===== config.mk =====
export PLATFORM = sky130hd
export DESIGN_NAME = ninjin_ddr_burst
export DESIGN_NICKNAME = d
export VERILOG_FILES = /design/src/rtl/ninjin_ddr_burst.sv
export SDC_FILE = /design/constraint.sdc
export NUM_CORES = 1
export LEC_CHECK = 0
export CAP_MARGIN = 10
export CORE_MARGIN = 4
export CORE_UTILIZATION = 30
export CTS_CLUSTER_DIAMETER = 60
export DETAILED_ROUTE_END_ITERATION = 12
export GPL_ROUTABILITY_DRIVEN = 0
export PLACE_DENSITY = 0.62
export SETUP_SLACK_MARGIN = 0.2
export SYNTH_ARGS = -nofsm -noshare
export SYNTH_HDL_FRONTEND = slang
export SYNTH_SLANG_ARGS = --single-unit

===== constraint.sdc =====
create_clock -name clk -period 3 [get_ports clk]
set_input_delay 0.45 -clock clk [delete_from_list [all_inputs] [get_ports clk]]
set_output_delay 0.45 -clock clk [all_outputs]
set_load 0.02 [all_outputs]

===== src/rtl/ninjin_ddr_burst.sv =====
`default_nettype none
// ============================================================================
// Module      : ninjin_ddr_burst
// Description : DDR-side burst master sitting behind ninjin_ddr_buf. Each
//               ddr_req command (mode/base/len) is cut into AXI4-subset INCR
//               bursts of at most BURST_MAX beats.
//                 read  (ddr_mode=0): AR/R traffic fills the buf through
//                                     ddr_we / ddr_waddr / ddr_wdata.
//                 write (ddr_mode=1): AW/W/B traffic drains the buf through
//                                     ddr_raddr / ddr_rdata (1-cycle latency).
//               One further command may wait in a 1-deep pending slot; a
//               command arriving while that slot is full is dropped and
//               raises ddr_err.
// Ports       : clk, xrst (async, active-low)
//               command : ddr_req, ddr_mode, ddr_base, ddr_len
//               status  : ddr_busy, ddr_done, ddr_err
//               buf     : ddr_we, ddr_waddr, ddr_wdata, ddr_raddr, ddr_rdata
//               AXI     : m_ar*, m_r*, m_aw*, m_w*, m_b*
// Config      : NINJIN_DDR_RESP_CHECK_EN - non-OKAY rresp/bresp set ddr_err,
//               and ddr_err clears on the next accepted ddr_req.
// Revision    : 1.0 - initial release
// ============================================================================
module ninjin_ddr_burst #(
    parameter int BWIDTH    = 32,
    parameter int MEMSIZE   = 12,
    parameter int LSB       = 2,
    parameter int LWIDTH    = 10,
    parameter int BURST_MAX = 16
) (
    input  logic                   clk,
    input  logic                   xrst,
    input  logic                   ddr_req,
    input  logic                   ddr_mode,
    input  logic [MEMSIZE+LSB-1:0] ddr_base,
    input  logic [LWIDTH-1:0]      ddr_len,
    output logic                   ddr_we,
    output logic [MEMSIZE-1:0]     ddr_waddr,
    output logic [BWIDTH-1:0]      ddr_wdata,
    output logic [MEMSIZE-1:0]     ddr_raddr,
    input  logic [BWIDTH-1:0]      ddr_rdata,
    output logic                   ddr_busy,
    output logic                   ddr_done,
    output logic                   ddr_err,
    output logic [MEMSIZE+LSB-1:0] m_araddr,
    output logic [7:0]             m_arlen,
    output logic                   m_arvalid,
    input  logic                   m_arready,
    input  logic [BWIDTH-1:0]      m_rdata,
    input  logic [1:0]             m_rresp,
    input  logic                   m_rlast,
    input  logic                   m_rvalid,
    output logic                   m_rready,
    output logic [MEMSIZE+LSB-1:0] m_awaddr,
    output logic [7:0]             m_awlen,
    output logic                   m_awvalid,
    input  logic                   m_awready,
    output logic [BWIDTH-1:0]      m_wdata,
    output logic                   m_wlast,
    output logic                   m_wvalid,
    input  logic                   m_wready,
    input  logic [1:0]             m_bresp,
    input  logic                   m_bvalid,
    output logic                   m_bready
);

    localparam int                c_awidth    = MEMSIZE + LSB;
    localparam int                c_cwidth    = $clog2(BURST_MAX + 1);
    localparam logic [LWIDTH-1:0] c_burst_max = LWIDTH'(BURST_MAX);

    typedef enum logic [2:0] {
        S_IDLE  = 3'd0,
        S_RADDR = 3'd1,
        S_RDATA = 3'd2,
        S_WADDR = 3'd3,
        S_WDATA = 3'd4,
        S_WRESP = 3'd5,
        S_FIN   = 3'd6
    } state_t;

    state_t                r_state, w_next;

    logic [c_awidth-1:0]   r_addr;       // byte address of the current/next burst
    logic [LWIDTH-1:0]     r_rest;       // beats not yet covered by an address phase
    logic [c_cwidth-1:0]   r_chunk;      // beats in the burst in progress
    logic [c_cwidth-1:0]   r_beat;       // R beats received / W beats sent
    logic [MEMSIZE-1:0]    r_word;       // next buf word to write (read) or fetch (write)
    logic                  r_pend_vld, r_pend_mode;
    logic [c_awidth-1:0]   r_pend_base;
    logic [LWIDTH-1:0]     r_pend_len;
    logic                  r_we;
    logic [MEMSIZE-1:0]    r_waddr;
    logic [BWIDTH-1:0]     r_wdata;
    logic                  r_err;
    // write-side skid FIFO fed by the buf read port
    logic [BWIDTH-1:0]     r_fifo [2];
    logic                  r_wp, r_rp;
    logic [1:0]            r_cnt;
    logic                  r_inflight;   // buf read issued last cycle, data on ddr_rdata now
    logic [c_cwidth-1:0]   r_issued;

    logic                  w_take, w_cmd_mode;
    logic [c_awidth-1:0]   w_cmd_base;
    logic [LWIDTH-1:0]     w_cmd_len;
    logic [c_cwidth-1:0]   w_chunk, w_chunk_m1;
    logic [7:0]            w_axlen;
    logic                  w_r_hs, w_b_hs, w_pop, w_issue, w_beat_last;
    logic [2:0]            w_room;
    logic                  w_in_body, w_to_slot, w_drop, w_err_set, w_err_clr;

    assign w_chunk     = (r_rest > c_burst_max) ? c_cwidth'(BURST_MAX) : r_rest[c_cwidth-1:0];
    assign w_axlen     = 8'(w_chunk) - 8'd1;
    assign w_chunk_m1  = r_chunk - c_cwidth'(1);
    assign w_beat_last = (r_beat == w_chunk_m1);
    assign w_r_hs      = (r_state == S_RDATA) && m_rvalid;
    assign w_b_hs      = (r_state == S_WRESP) && m_bvalid;
    assign w_pop       = m_wvalid && m_wready;
    // A pop this cycle frees a slot in time for the read issued now, which
    // is what keeps the W channel at one beat per cycle.
    assign w_room      = 3'(2'd2 - r_cnt) + 3'(w_pop);
    assign w_issue     = (r_state == S_WDATA) && (r_issued != r_chunk) &&
                         (w_room > 3'(r_inflight));

    assign w_in_body   = (r_state != S_IDLE) && (r_state != S_FIN);
    // In FIN the slot empties this edge, so a simultaneous request refills it.
    assign w_to_slot   = ddr_req && ((w_in_body && !r_pend_vld) || (r_state == S_FIN && r_pend_vld));
    assign w_drop      = ddr_req && w_in_body && r_pend_vld;

`ifdef NINJIN_DDR_RESP_CHECK_EN
    assign w_err_set = w_drop || (w_r_hs && (m_rlast != w_beat_last)) ||
                       (w_r_hs && (m_rresp != 2'b00)) || (w_b_hs && (m_bresp != 2'b00));
    assign w_err_clr = ddr_req && !w_drop;
`else
    logic w_unused;
    assign w_unused  = ^{m_rresp, m_bresp};
    assign w_err_set = w_drop || (w_r_hs && (m_rlast != w_beat_last));
    assign w_err_clr = 1'b0;
`endif

    assign ddr_we    = r_we;
    assign ddr_waddr = r_waddr;
    assign ddr_wdata = r_wdata;
    assign ddr_err   = r_err;
    assign ddr_busy  = (r_state != S_IDLE) || r_pend_vld;
    assign ddr_raddr = (r_state == S_WDATA) ? r_word : '0;
    assign m_araddr  = r_addr;
    assign m_awaddr  = r_addr;
    assign m_wvalid  = (r_state == S_WDATA) && (r_cnt != 2'd0);
    assign m_wdata   = r_fifo[r_rp];
    assign m_wlast   = m_wvalid && w_beat_last;

    always_ff @(posedge clk or negedge xrst) begin
        if (!xrst) r_state <= S_IDLE;
        else       r_state <= w_next;
    end

    always_comb begin
        w_next     = r_state;
        w_take     = 1'b0;
        w_cmd_mode = ddr_mode;
        w_cmd_base = ddr_base;
        w_cmd_len  = ddr_len;
        m_arvalid  = 1'b0;
        m_arlen    = 8'd0;
        m_rready   = 1'b0;
        m_awvalid  = 1'b0;
        m_awlen    = 8'd0;
        m_bready   = 1'b0;
        ddr_done   = 1'b0;
        case (r_state)
            S_IDLE:  w_take = ddr_req;
            S_RADDR: begin
                m_arvalid = 1'b1;
                m_arlen   = w_axlen;
                if (m_arready) w_next = S_RDATA;
            end
            S_RDATA: begin
                m_rready = 1'b1;
                if (w_r_hs && w_beat_last) w_next = (r_rest == '0) ? S_FIN : S_RADDR;
            end
            S_WADDR: begin
                m_awvalid = 1'b1;
                m_awlen   = w_axlen;
                if (m_awready) w_next = S_WDATA;
            end
            S_WDATA: if (w_pop && w_beat_last) w_next = S_WRESP;
            S_WRESP: begin
                m_bready = 1'b1;
                if (m_bvalid) w_next = (r_rest == '0) ? S_FIN : S_WADDR;
            end
            S_FIN: begin
                ddr_done = 1'b1;
                w_next   = S_IDLE;
                if (r_pend_vld) begin
                    w_take     = 1'b1;
                    w_cmd_mode = r_pend_mode;
                    w_cmd_base = r_pend_base;
                    w_cmd_len  = r_pend_len;
                end else begin
                    w_take = ddr_req;
                end
            end
            default: w_next = S_IDLE;
        endcase
        if (w_take) w_next = (w_cmd_len == '0) ? S_FIN : (w_cmd_mode ? S_WADDR : S_RADDR);
    end

    always_ff @(posedge clk or negedge xrst) begin
        if (!xrst) begin
            r_addr      <= '0;
            r_rest      <= '0;
            r_chunk     <= '0;
            r_beat      <= '0;
            r_word      <= '0;
            r_pend_vld  <= 1'b0;
            r_pend_mode <= 1'b0;
            r_pend_base <= '0;
            r_pend_len  <= '0;
            r_we        <= 1'b0;
            r_waddr     <= '0;
            r_wdata     <= '0;
            r_err       <= 1'b0;
            r_fifo[0]   <= '0;
            r_fifo[1]   <= '0;
            r_wp        <= 1'b0;
            r_rp        <= 1'b0;
            r_cnt       <= 2'd0;
            r_inflight  <= 1'b0;
            r_issued    <= '0;
        end else begin
            r_we       <= 1'b0;
            r_inflight <= w_issue;

            if (w_to_slot) begin
                r_pend_vld  <= 1'b1;
                r_pend_mode <= ddr_mode;
                r_pend_base <= ddr_base;
                r_pend_len  <= ddr_len;
            end else if (r_state == S_FIN && r_pend_vld) begin
                r_pend_vld <= 1'b0;
            end

            if (w_err_set)      r_err <= 1'b1;
            else if (w_err_clr) r_err <= 1'b0;

            if (w_take) begin
                r_addr <= w_cmd_base;
                r_rest <= w_cmd_len;
                r_word <= w_cmd_base[c_awidth-1:LSB];
            end else if ((r_state == S_RADDR && m_arready) ||
                         (r_state == S_WADDR && m_awready)) begin
                r_chunk    <= w_chunk;
                r_rest     <= r_rest - LWIDTH'(w_chunk);
                r_addr     <= r_addr + (c_awidth'(w_chunk) << LSB);
                r_beat     <= '0;
                r_issued   <= '0;
                r_cnt      <= 2'd0;
                r_wp       <= 1'b0;
                r_rp       <= 1'b0;
                r_inflight <= 1'b0;
            end else if (w_r_hs) begin
                r_we    <= 1'b1;
                r_waddr <= r_word;
                r_wdata <= m_rdata;
                r_word  <= r_word + MEMSIZE'(1);
                r_beat  <= r_beat + c_cwidth'(1);
            end else if (r_state == S_WDATA) begin
                if (w_issue) begin
                    r_word   <= r_word + MEMSIZE'(1);
                    r_issued <= r_issued + c_cwidth'(1);
                end
                if (r_inflight) begin
                    r_fifo[r_wp] <= ddr_rdata;
                    r_wp         <= ~r_wp;
                end
                if (w_pop) begin
                    r_rp   <= ~r_rp;
                    r_beat <= r_beat + c_cwidth'(1);
                end
                r_cnt <= r_cnt + 2'(r_inflight) - 2'(w_pop);
            end
        end
    end

endmodule
`default_nettype wire


==> impl_metrics.py <==
metrics = {
    "min_path": {
        "hp-class": "flip-flop to flip-flop",
        "worstHoldStart": "ddr_wdata[15]$_DFFE_PN0P_",
    },
    "floorplanning": {
        "die_w_um": 190,
        "chipHeight_um": 190,
        "initial_core_util_pct": 30.5,
        "fp.dieArea_um2": 36300,
        "row_count": 66,
        "io-pin-count": 244,
        "core-area_um2": 32700,
    },
    "setup_path": {
        "critical_path.top_delay_family": "buffers and inverters",
        "path_class": "flip-flop to output port",
        "cp.required_ns": 2.55,
        "startpoint_type": "flip-flop",
        "worstPathArrival_ns": 2.30,
        "path_buf_inv": 3,
        "cp_max_fo": 6,
        "end_kind": "output port",
        "crit_path_start": "r_rest[4]$_DFFE_PN0N_",
        "reg2reg_from": "r_rest[1]$_DFFE_PN0N_",
        "crit_slowest_cell": "clkdlybuf4s50_1",
        "critPathMaxStageDelay_ns": 0.62,
        "path_cells": "inv_1, o211a_1, and2_4, buf_4, nor2_1, clkdlybuf4s50_1",
    },
    "clocking": {
        "cts_tree": "yes",
        "cts_made_buffers": 17,
        "clk_path_buf_depth": 2,
        "cts_sinks": 195,
        "root_buffer": "clkbuf_16",
        "cts.clk_slew.worst_paths_ns": 0.07,
        "clock_latency_ns": 0.45,
        "cts_htree_levels": 4,
    },
    "route": {
        "vias": 8058,
        "post-route-drc-count": 0,
        "wl_per_cell_um": 16.7,
        "first_iter_violations": 471,
        "dr.pass1.iters": 5,
        "vias_per_cell": 4.82,
        "wirelength_mm": 27.9,
        "postRouteAntennaNets": 0,
    },
    "finish": {
        "stdcell_count": 1672,
        "multi_input_area_um2": 4850,
        "fin_nets": 1336,
        "syn_to_final_growth_pct": 38.8,
        "regArea_um2": 4880,
        "fillers": 3225,
        "layout-drive-gt1-share_pct": 21.9,
        "insertedDiodeCount": 0,
    },
    "pwr": {
        "pwr-share-seq_pct": 33.9,
        "leakage_uw": 0.00611,
        "power_frac_comb_pct": 48.5,
        "power.total_uw": 13700,
        "internal-power_uw": 8300,
        "switching_share_pct": 39.5,
        "p_switching_uw": 5420,
        "peakVddDrop_mv": 0.476,
        "powerDensity_nw_per_um2": 990,
        "clkPwrFrac_pct": 17.6,
    },
    "timing": {
        "slew_headroom_pct": 56.4,
        "fin_crit_ns": 2.75,
        "finalSetupViolCount": 0,
        "skew_ns": 0.0108,
        "slew_violations": 0,
        "worst_slew_pin_slew_ns": 0.651,
        "max_clock_freq_mhz": 363,
        "final.setup.worst_slack_ns": 0.248,
        "post-route-period-util_pct": 91.7,
        "timing.final.hold_violations": 0,
        "rsz0062_at_grt": "true",
        "holdWs_ns": 0.474,
    },
    "yosys": {
        "yosysMostFrequentCell": "nand2_1",
        "ys_ff_latch": 195,
        "ys_types": 76,
        "ys.flop_type": "dfrtp_1",
        "synth_area_um2": 9980,
        "synth_top_area_share_pct": 48.9,
        "synthArstFlopShare_pct": 100,
        "ys_top_cells_by_count": "nand2_1 (201), dfrtp_1 (195), mux2_2 (122)",
        "synth.net_count": 1094,
        "syn_inst": 975,
        "ys_seq_area_share_pct": 48.9,
        "synth_edf_count": 0,
        "synth_area_leaders": "dfrtp_1 (49%), mux2_2 (14%), nand2_1 (7.6%), ha_1 (2.0%), nor2_1 (1.8%)",
        "yosys.area.top_type": "dfrtp_1",
        "ys_warn_count": 0,
        "avgSynthCellArea_um2": 10.2,
    },
    "run": {
        "maxCapViolCount": 0,
    },
    "grt": {
        "track_usage_pct": 15.3,
        "grt_pass1_vias": 8100,
        "grt_pass1_wl_mm": 44.6,
        "overflow": 0,
        "antenna_found_initial": 0,
        "grt_max_degree": 76,
    },
    "placement": {
        "dp_slack_ns": -0.110,
        "portBuffers": 239,
        "dp.cells": 1628,
        "hpwlAfterDp_mm": 19.8,
    },
    "run_status": {
        "run_status": "finished clean",
    },
}
layout make-up:
type                    instances  share of cell area, %
well taps                     442                   3.99
inverters                      24                  0.677
clock inverters                15                   1.36
multi-input cells             683                   35.0
clock buffers                  17                   3.07
flip-flops and latches        195                   35.2
repair buffers                296                   20.7
routing by layer:
metal  vias to the layer above  share of wire, %  GRT usage (%)
met5                         -                 0              0
met4                         0              0.88           3.56
met3                        22               4.4           3.37
met2                       209                49           24.9
met1                      3927                46           20.9
li1                       3900                 -              -
layout by cell type (no fill, tap or decap), types with 10 or more instances in the layout:
master,count
and3_1,13
a21oi_1,23
nand4_1,10
xnor2_1,11
nand3_1,16
dlygate4sd2_1,19
nor2_1,45
nand2_1,199
and2_1,17
buf_4,51
inv_1,18
dfrtp_1,192
mux2i_1,12
xor2_1,10
o21ai_0,28
nor4_1,16
ha_1,13
clkdlybuf4s50_1,211
clkbuf_16,17
nor3_1,12
mux2_2,122
tightest hold or removal path: stages (launching register included):
cell	delay, ns
dfrtp_1	0.34
nand2_1	0.05
nand2_1	0.05
state kept, by name, indices dropped and copies added, names as in the netlist, 10 cells and up:
register / cells
ddr_waddr: 12
ddr_wdata: 32
m_araddr: 14
r_fifo: 64
r_pend_base: 14
r_pend_len: 10
r_rest: 10
r_word: 12
cells by family after synthesis:
group | Yosys count | share of synthesized area [%]
flip-flops | 195 | 48.9
XOR/XNOR | 23 | 2.16
multiplexers | 134 | 15.0
other | 1 | 0.0376
AO/OA/AOI/OAI | 133 | 9.22
AND/OR/NAND/NOR | 375 | 17.8
buffers and inverters | 97 | 4.76
adder cells (fa/ha/maj) | 17 | 2.21
stage by stage:
step	area, µm²	TNS, ns	utilization (%)
2_1_floorplan	10000	0	-
3_3_place_gp	13000	-0.436	39.8
3_5_place_dp	13000	-0.577	39.8
4_1_cts	13700	0	41.8
5_1_grt	13900	0	42.4
6_report	13900	0	42.4
power groups by stage:
stage | Combinational (µW) | Clock [µW] | Sequential (µW)
final | 6650 | 2420 | 4650
after global routing | 7230 | 2600 | 4820
after CTS | 6590 | 2500 | 4640
after detailed placement | 6500 | 0 | 4700
after global placement | 6420 | 0 | 4640
after floorplan | 3580 | 0 | 4880
what timing repair did:
action | in CTS | in global routing
hold endpoints to repair | 51 | 0
pin swaps | 3 | 15
buffers inserted | 6 | 5
gates resized for setup | 53 | 40
hold buffers | 1 | 0
gates cloned | 0 | 0
endpoints found under the setup margin | 38 | 31
worst paths after layout:
check / depth (start not counted) / to / slack, ns
hold reg to reg: 2 / ddr_wdata[15]$_DFFE_PN0P_ / 0.47
max in group asynchronous: 3 / r_rest[1]$_DFFE_PN0N_ / 1.61
setup / recovery: 6 / m_arlen[0] / 0.25
setup reg to reg: 11 / m_araddr[10]$_DFFE_PN0N_ / 0.28
hold / removal: 2 / ddr_wdata[15]$_DFFE_PN0P_ / 0.47
min in group asynchronous: 2 / r_fifo[2]$_DFFE_PN0P_ / 0.54
Power figures use the tool's default switching activity.
